<file path="src/rtl/uart_rx_frame_ctrl.sv">
// Frame controller behind a UART receiver: SOF, length, payload, checksum.
// Streams payload bytes and reports one completion pulse with ok/error status per frame.
module uart_rx_frame_ctrl #(
  parameter longint CLK_FREQ      = 100_000_000,
  parameter longint BAUD_RATE     = 115200,
  parameter logic [7:0] SOF_BYTE  = 8'hA5,
  parameter int     MAX_LEN       = 64,
  parameter int     TIMEOUT_BYTES = 4
) (
  input  logic        clk,
  input  logic        rst,
  input  logic        rvld,
  input  logic [7:0]  rdata,
  input  logic        uart_err,
  input  logic        err_clr,
  output logic        pvld,
  output logic [7:0]  pdata,
  output logic        pfirst,
  output logic        frame_done,
  output logic        frame_ok,
  output logic [1:0]  err_code,
  output logic [15:0] err_cnt,
  output logic        busy
);

  localparam int TIMEOUT_CYC = int'(longint'(TIMEOUT_BYTES) * 64'sd11 * CLK_FREQ / BAUD_RATE);
  localparam int TW          = $clog2(TIMEOUT_CYC + 1);

  localparam logic [1:0] S_IDLE    = 2'd0;
  localparam logic [1:0] S_LEN     = 2'd1;
  localparam logic [1:0] S_PAYLOAD = 2'd2;
  localparam logic [1:0] S_CHK     = 2'd3;

  localparam logic [1:0] E_LEN     = 2'd0;
  localparam logic [1:0] E_CHK     = 2'd1;
  localparam logic [1:0] E_UART    = 2'd2;
  localparam logic [1:0] E_TIMEOUT = 2'd3;

  logic [1:0]    state;
  logic [1:0]    state_next;
  logic [7:0]    len;
  logic [7:0]    cnt;
  logic [7:0]    sum;
  logic [TW-1:0] tcnt;
  logic [7:0]    sum_next;
  logic          abort;
  logic [1:0]    abort_code;
  logic          good;
  logic          take_len;
  logic          take_pay;

  assign sum_next = sum + rdata;

  // Next state and frame outcome; uart_err outranks a byte, which outranks timeout.
  always_comb begin
    state_next = state;
    abort      = 1'b0;
    abort_code = E_LEN;
    good       = 1'b0;
    take_len   = 1'b0;
    take_pay   = 1'b0;
    case (state)
      S_IDLE: begin
        if (rvld && rdata == SOF_BYTE) state_next = S_LEN;
      end
      default: begin
        if (uart_err) begin
          abort      = 1'b1;
          abort_code = E_UART;
        end else if (rvld) begin
          case (state)
            S_LEN: begin
              if (rdata == 8'd0 || {1'b0, rdata} > 9'(MAX_LEN)) begin
                abort      = 1'b1;
                abort_code = E_LEN;
              end else begin
                take_len   = 1'b1;
                state_next = S_PAYLOAD;
              end
            end
            S_PAYLOAD: begin
              take_pay = 1'b1;
              if (cnt == len - 8'd1) state_next = S_CHK;
            end
            default: begin
              if (sum_next == 8'd0) begin
                good = 1'b1;
              end else begin
                abort      = 1'b1;
                abort_code = E_CHK;
              end
              state_next = S_IDLE;
            end
          endcase
        end else if (tcnt == TW'(TIMEOUT_CYC)) begin
          abort      = 1'b1;
          abort_code = E_TIMEOUT;
        end
      end
    endcase
    if (abort) state_next = S_IDLE;
  end

  // Registered state, frame bookkeeping and all outputs.
  always_ff @(posedge clk or posedge rst) begin
    if (rst) begin
      state      <= S_IDLE;
      len        <= 8'd0;
      cnt        <= 8'd0;
      sum        <= 8'd0;
      tcnt       <= '0;
      pvld       <= 1'b0;
      pdata      <= 8'd0;
      pfirst     <= 1'b0;
      frame_done <= 1'b0;
      frame_ok   <= 1'b0;
      err_code   <= 2'd0;
      err_cnt    <= 16'd0;
      busy       <= 1'b0;
    end else begin
      state      <= state_next;
      busy       <= (state_next != S_IDLE);
      pvld       <= take_pay;
      pfirst     <= take_pay && (cnt == 8'd0);
      frame_done <= abort | good;
      frame_ok   <= good;
      if (abort) err_code <= abort_code;
      if (err_clr) err_cnt <= 16'd0;
      else if (abort && err_cnt != 16'hFFFF) err_cnt <= err_cnt + 16'd1;
      // Timer restarts on every byte and parks at zero whenever the FSM is or returns idle.
      if (state == S_IDLE || state_next == S_IDLE || rvld) tcnt <= '0;
      else tcnt <= tcnt + 1'b1;
      if (take_len) begin
        len <= rdata;
        sum <= rdata;
        cnt <= 8'd0;
      end else if (take_pay) begin
        pdata <= rdata;
        sum   <= sum_next;
        cnt   <= cnt + 8'd1;
      end
    end
  end

endmodule

</file>
<file path="config.mk">
export PLATFORM = sky130hd
export DESIGN_NAME = uart_rx_frame_ctrl
export DESIGN_NICKNAME = d
export VERILOG_FILES = /design/src/rtl/uart_rx_frame_ctrl.sv
export SDC_FILE = /design/constraint.sdc
export NUM_CORES = 1
export LEC_CHECK = 0
export ABC_AREA = 1
export CELL_PAD_IN_SITES_DETAIL_PLACEMENT = 1
export CELL_PAD_IN_SITES_GLOBAL_PLACEMENT = 1
export CORE_MARGIN = 3
export CORE_UTILIZATION = 35
export CTS_CLUSTER_DIAMETER = 150
export DETAILED_ROUTE_END_ITERATION = 10
export PLACE_DENSITY_LB_ADDON = 0.1
export SLEW_MARGIN = 20
export SYNTH_ARGS = -nofsm -noshare
export SYNTH_HDL_FRONTEND = slang
export SYNTH_SLANG_ARGS = --single-unit
</file>
<file path="constraint.sdc">
create_clock -name clk -period 3.5 [get_ports clk]
set_clock_uncertainty 0.1 [all_clocks]
set_input_delay 0.7 -clock clk [delete_from_list [all_inputs] [get_ports clk]]
set_output_delay 0.7 -clock clk [all_outputs]
set_load 0.02 [all_outputs]
</file>
==> Word-level counts from Yosys, hierarchy flattened <==
Cells that the tools add are included.
{ "totals": {"register_bits": 73, "latch_bits": 0, "ramBits": 0, "mem_bits_ro": 0, "in_bits": 13, "out_inout_bits": 31, "elab_cells": 85, "mem_count": 0} }
{ "classes": {"n_addsub": 5, "n_mul": 0, "div": 0, "n_lt_le_gt_ge": 1, "n_eq_ne": 6, "shift": 0, "muxes": 42, "bitwise_logic": 2, "n_reduce_logical": 16} }
{ "op_table": {"columns": ["operator", "count"], "rows": [
  ["16-bit two-way mux", 3],
  ["16-bit by 1-bit adder with 16-bit output (second input constant)", 2],
  ["8-bit two-way mux", 4],
  ["8-bit logical NOT", 3],
  ["1-bit two-way mux", 22],
  ["2-bit two-way mux", 11],
  ["16-bit equality test (second input constant)", 1],
  ["16-bit != test (second input constant)", 1],
  ["8-bit by 1-bit adder with 8-bit output (second input constant)", 1],
  ["8-bit adder", 1],
  ["8-bit equality test", 1],
  ["8-bit equality test (second input constant)", 1],
  ["8-bit by 7-bit > comparator with 1-bit output (second input constant)", 1],
  ["8-bit by 1-bit subtractor with 8-bit output (second input constant)", 1],
  ["2-bit nonzero test", 3],
  ["2-bit logical NOT", 2],
  ["2-bit one-hot mux with 2 select lines", 1],
  ["1-bit logical AND", 3],
  ["1-bit logical OR", 3],
  ["2-bit by 1-bit equality test with 1-bit output (second input constant)", 1],
  ["2-bit equality test (second input constant)", 1],
  ["1-bit one-hot mux with 2 select lines", 1],
  ["2-bit AND reduction", 1],
  ["2-bit OR reduction", 1],
  ["2 further kinds", 2]
]} }

==> Depth between registers and ports, before layout <==
{ "logic_depth": {"ltp_word": 12, "mapped_depth": 17, "mapped_depth_nobuf": 16} }

==> Least setup slack after synthesis <==
No wires, ideal clock.
{ "synth_path": {"kind": "input port to flip-flop", "startpoint": "input port rdata[0]", "endpoint": "register tcnt[11]", "setup_ps": 124, "t_arrival_ps": 2463, "required_ps": 3276, "slack_ps": 813, "stages": 17, "path_buffers": 1, "cell_sequence": "ha_1 fa_1 nand3_1 nand3_1 nand2_1 nand2_1 nand3_2 nor2_2 nand2_2 nand2_4 nand2_2 nand2_2 nand2_1 nand3_2 nand2_4 buf_12 nor2_4"} }
{ "synth_via": {"elab_chain_cells": 12, "word_cells_on_any_way": 24, "classes_between": "add/sub (1); order compare (1); eq/ne (1); mux (14); reduce/logical (7)"} }
{ "synth_lines": {"columns": ["element", "line_no", "text"], "rows": [
  ["from (decl)", "13", "input logic [7:0] rdata,"],
  ["8-bit adder (tied with other cells)", "52", "assign sum_next = sum + rdata;"],
  ["8-bit logical NOT or 1-bit logical OR (tied branches)", "86, 73", null],
  ["1-bit two-way mux (tied with other cells)", "86", "if (sum_next == 8'd0) begin"],
  ["1-bit one-hot mux with 2 select lines or 2-bit one-hot mux with 2 select lines (tied branches)", "71", "case (state)"],
  ["1-bit two-way mux or 2-bit two-way mux (tied branches)", "70", "end else if (rvld) begin"],
  ["1-bit two-way mux or 2-bit two-way mux (tied branches)", "67", "if (uart_err) begin"],
  ["1-bit two-way mux or 2-bit two-way mux (tied branches)", "62", "case (state)"],
  ["2-bit two-way mux (*)", "101", "if (abort) state_next = S_IDLE;"],
  ["2-bit logical NOT (*)", "131", "if (state == S_IDLE || state_next == S_IDLE || rvld) tcnt <= '0;"],
  ["1-bit logical OR (*) (2 in a row)", "131", null],
  ["16-bit two-way mux (*)", "131", null],
  ["to (signal assigned)", "132", "else tcnt <= tcnt + 1'b1;"],
  ["to (decl)", "44", "logic [TW-1:0] tcnt;"]
]} }
Mark *: on every way between the ends. The rest lies on a longest branch, timed or not.
A chain may end at the register's enable or synchronous reset.

==> Final worst setup path <==
{ "layout_path": {"startpoint": "input port rdata[0]", "endpoint": "register tcnt[15]"} }
Same word-level chain as after synthesis.

==> results by group <==
Run status
  – Outcome: finished, final reports clean

STA
  – Slew Limit Fails: 0
  – Setup TNS: 0 ps
  – Final Hold Viols: 0
  – Worst-Margin Slew: between 500 and 600 ps
  – Period utilization: 87.1%
  – Slew HR: a little over 60%
  – Peak Freq: 328 MHz
  – Final setup viols: 0
  – Final Critical Period: between 3000 and 4000 ps
  – RSZ-0062 raised after global routing: false

Global routing
  – Vias in the first global route: between 4000 and 5000
  – Remaining global-route overflow: 0
  – Wire length of the first global-routing pass: around 21000 um
  – Antenna violations before repair: 0
  – GRT Overall Usage: around 19%
  – Largest net degree at the start of global routing: 27

Critical path
  – Critical Path Slowest Stage Cell: clkdlybuf4s50_1
  – Reg2Reg Depth: 16
  – Most used cell, CP: nand2_2
  – Worst path top cell family by delay: simple AND/OR/NAND/NOR gates
  – CP endpoint kind: register
  – CP Cell Sequence: clkdlybuf4s50_1, ha_1, fa_1, nand3_1, nand4_1, nand2_1, nand3_2, nor2_2, nand2_2, nand2_4, nand2_2, nand2_2, nand2_1, nand3_2, nand2_4, buf_12, nor2_1
  – Arr. time, crit path: ~3200 ps
  – Kind of critical path: primary input to register
  – Crit path depth: 17
  – WP data required: between 3000 and 4000 ps
  – Crit path max fanout: 7
  – Critical path buffer and inverter count: 2
  – Crit start category: primary input
  – Max stage delay on crit path: 460 ps

Logic synthesis
  – Register area share after synthesis: roughly two fifths
  – Share of the synthesized area in the top cell type: ~41%
  – Cell taking the most area after synthesis: dfrtp_1
  – Mean Syn Cell Area: roughly 7.6 um2
  – Total of warnings raised by yosys: 0
  – Cells after Synth: roughly 580
  – Ys flop type: dfrtp_1
  – Distinct cells, synth: 37
  – #FFs+latches synth: 73
  – Post-Syn Area: 4410 um2
  – Syn_nets: 607
  – Main area contributors after synthesis: dfrtp_1 (41%), nand2_1 (14%), inv_1 (6.1%)
  – Post-synth EDFFs: 0
  – Async SR Flop Fraction: 100%

Floorplan
  – Initial core utilization: a little over a third
  – Core Area: approximately 12000 um2
  – Core Rows: 40
  – Die Area: 14000 um2
  – Die X: 118 um
  – Io pins: 44
  – Die height: 118 um

Layout
  – Net count, final: between 600 and 700
  – Reg area: 1830 um2
  – Antenna Cells: 0
  – Layout cells sized above 1: 9.69%
  – P&R area growth vs syn: 22.6%
  – Fillers: between 1500 and 2000
  – Multi-input logic area: ~2300 um2

Detailed routing
  – Drt pass-1 iters: 4
  – Post-Route WL: 11900 um
  – Avg WL per Cell: between 10 and 15 um
  – Vias/cell: about 4.8
  – Post-DRT Antenna Nets: 0
  – Via Count: ~3900
  – Drt drc: 0
  – 1st-iter DRT viols: between 100 and 150

Power and ir drop
  – Leak: between 2 and 3 nW
  – Power Dens Cells: 669 nW/um2
  – Power consumption: about 3.6 mW
  – Worst VDD drop: 0.226 mV

Clock tree
  – Post-CTS sizing: 0
  – Clock root buffer: clkbuf_16
  – Sink Count: 73
  – Num CTS Buffers: 9
  – Clock Tree Buf Depth: 2
  – Cts hold-fix bufs: 0
  – Clock slew at reported path FFs: 60 ps
  – Max H-tree Level: 3
  – TritonCTS clock tree: built
  – Clk_lat worst skew: around 340 ps
  – Postcts setup bufs: 0

Worst hold path
  – Worst hold path class: register to register
  – Hold depth: 2

Placed design
  – Detailed Place HPWL: roughly 9100 um
  – PortBufs: between 40 and 50
  – Placer Congestion: approximately 0.85

Run
  – Number of max-cap violations: 0
-- final timing paths --
kind	start	endpoint	slack [ps]
setup reg to reg	sum[0]$_DFFE_PP0P_	tcnt[15]$_DFF_PP0_	940
hold reg to reg	pdata[2]$_DFFE_PP0P_	pdata[2]$_DFFE_PP0P_	380
setup / recovery	rdata[0]	tcnt[15]$_DFF_PP0_	450
min in group asynchronous	rst	tcnt[14]$_DFF_PP0_	640
hold / removal	pdata[2]$_DFFE_PP0P_	pdata[2]$_DFFE_PP0P_	380
max in group asynchronous	rst	sum[0]$_DFFE_PP0P_	1880
-- layer usage --
layer,vias up,track usage [%],routed length [um]
met1,1885,23.2,5370
li1,1943,-,-
met2,58,31.6,5970
met5,-,0,0
met3,16,3.73,325
met4,0,6.52,196
-- cells in the mapped netlist, types with 2 or more instances --
library cell / number
dfrtp_1: 73
nor4_1: 4
nand4_1: 9
a31oi_1: 3
o21ai_0: 20
or2_2: 2
inv_2: 2
nand2_2: 8
nor2_2: 3
nand3_1: 53
ha_1: 16
o211ai_1: 5
nand2_1: 163
nor3_1: 13
nand3_2: 3
clkbuf_1: 5
inv_1: 72
o21ai_1: 2
nand2_4: 2
xor2_1: 21
nor2_1: 55
nor2_4: 10
xnor2_1: 10
a21oi_1: 10
-- area by class of cell --
| class | instances | share of cell area (%) |
|---|---|---|
| clock inverter | 4 | 0.486 |
| multi-input combinational | 421 | 41.6 |
| clock buffer | 12 | 4.93 |
| sequential | 73 | 33.8 |
| tap | 168 | 3.89 |
| timing repair buffer | 55 | 10.1 |
| inverter | 75 | 5.20 |
-- flip-flops by register name (all words and copies together), names as in the netlist --
name and flops:
frame_ok 1, pvld 1, state 2, tcnt 16, sum 8, pdata 8
busy 1, cnt 8, len 8, pfirst 1, err_cnt 16, frame_done 1
err_code 2
-- cell usage in the layout, fill, tap and decap left out, types with 9 or more instances in the layout --
cell type | Yosys | final
clkdlybuf4s50_1 | 0 | 43
xor2_1 | 21 | 21
nor2_4 | 10 | 10
o21ai_0 | 20 | 20
nand4_1 | 9 | 9
buf_4 | 1 | 10
a21oi_1 | 10 | 10
xnor2_1 | 10 | 10
nor2_1 | 55 | 55
nor3_1 | 13 | 13
clkbuf_16 | 0 | 9
dfrtp_1 | 73 | 73
ha_1 | 16 | 16
nand2_1 | 163 | 163
inv_1 | 72 | 71
nand3_1 | 53 | 53
-- power by group --
group / switching [mW] / internal [mW] / leakage, nW
clock network: 0.364 / 0.537 / 0.145
registers: 0.172 / 1.05 / 0.952
logic: 0.914 / 0.581 / 1.48
total: 1.45 / 2.17 / 2.57
-- cell families after synthesis --
family          after synthesis  synth area share (%)
flops                        73                  41.4
compound gates               45                  5.84
fa+ha+maj                    17                  4.99
xor+xnor                     31                  6.15
simple gates                328                  34.1
buf+inv                      83                  7.54
-- stage by stage --
stage                     worst slack [ps]  instance area, um2  cells  hold WS, ps  utilization (%)
after CTS                              451                5410    808          387             44.5
after detailed placement               119                5120    792          373             42.1
after global routing                   266                5410    808          432             44.5
final                                  451                5410    808          383             44.5
after floorplan                        813                4410    577          351                -
after global placement                 195                5120    792          368             42.1
-- tightest hold or removal path, stage by stage (launching register included) --
cell and delay [ps]:
dfrtp_1 340, nand2_1 50, o21ai_0 60
Power figures use the tool's default switching activity.
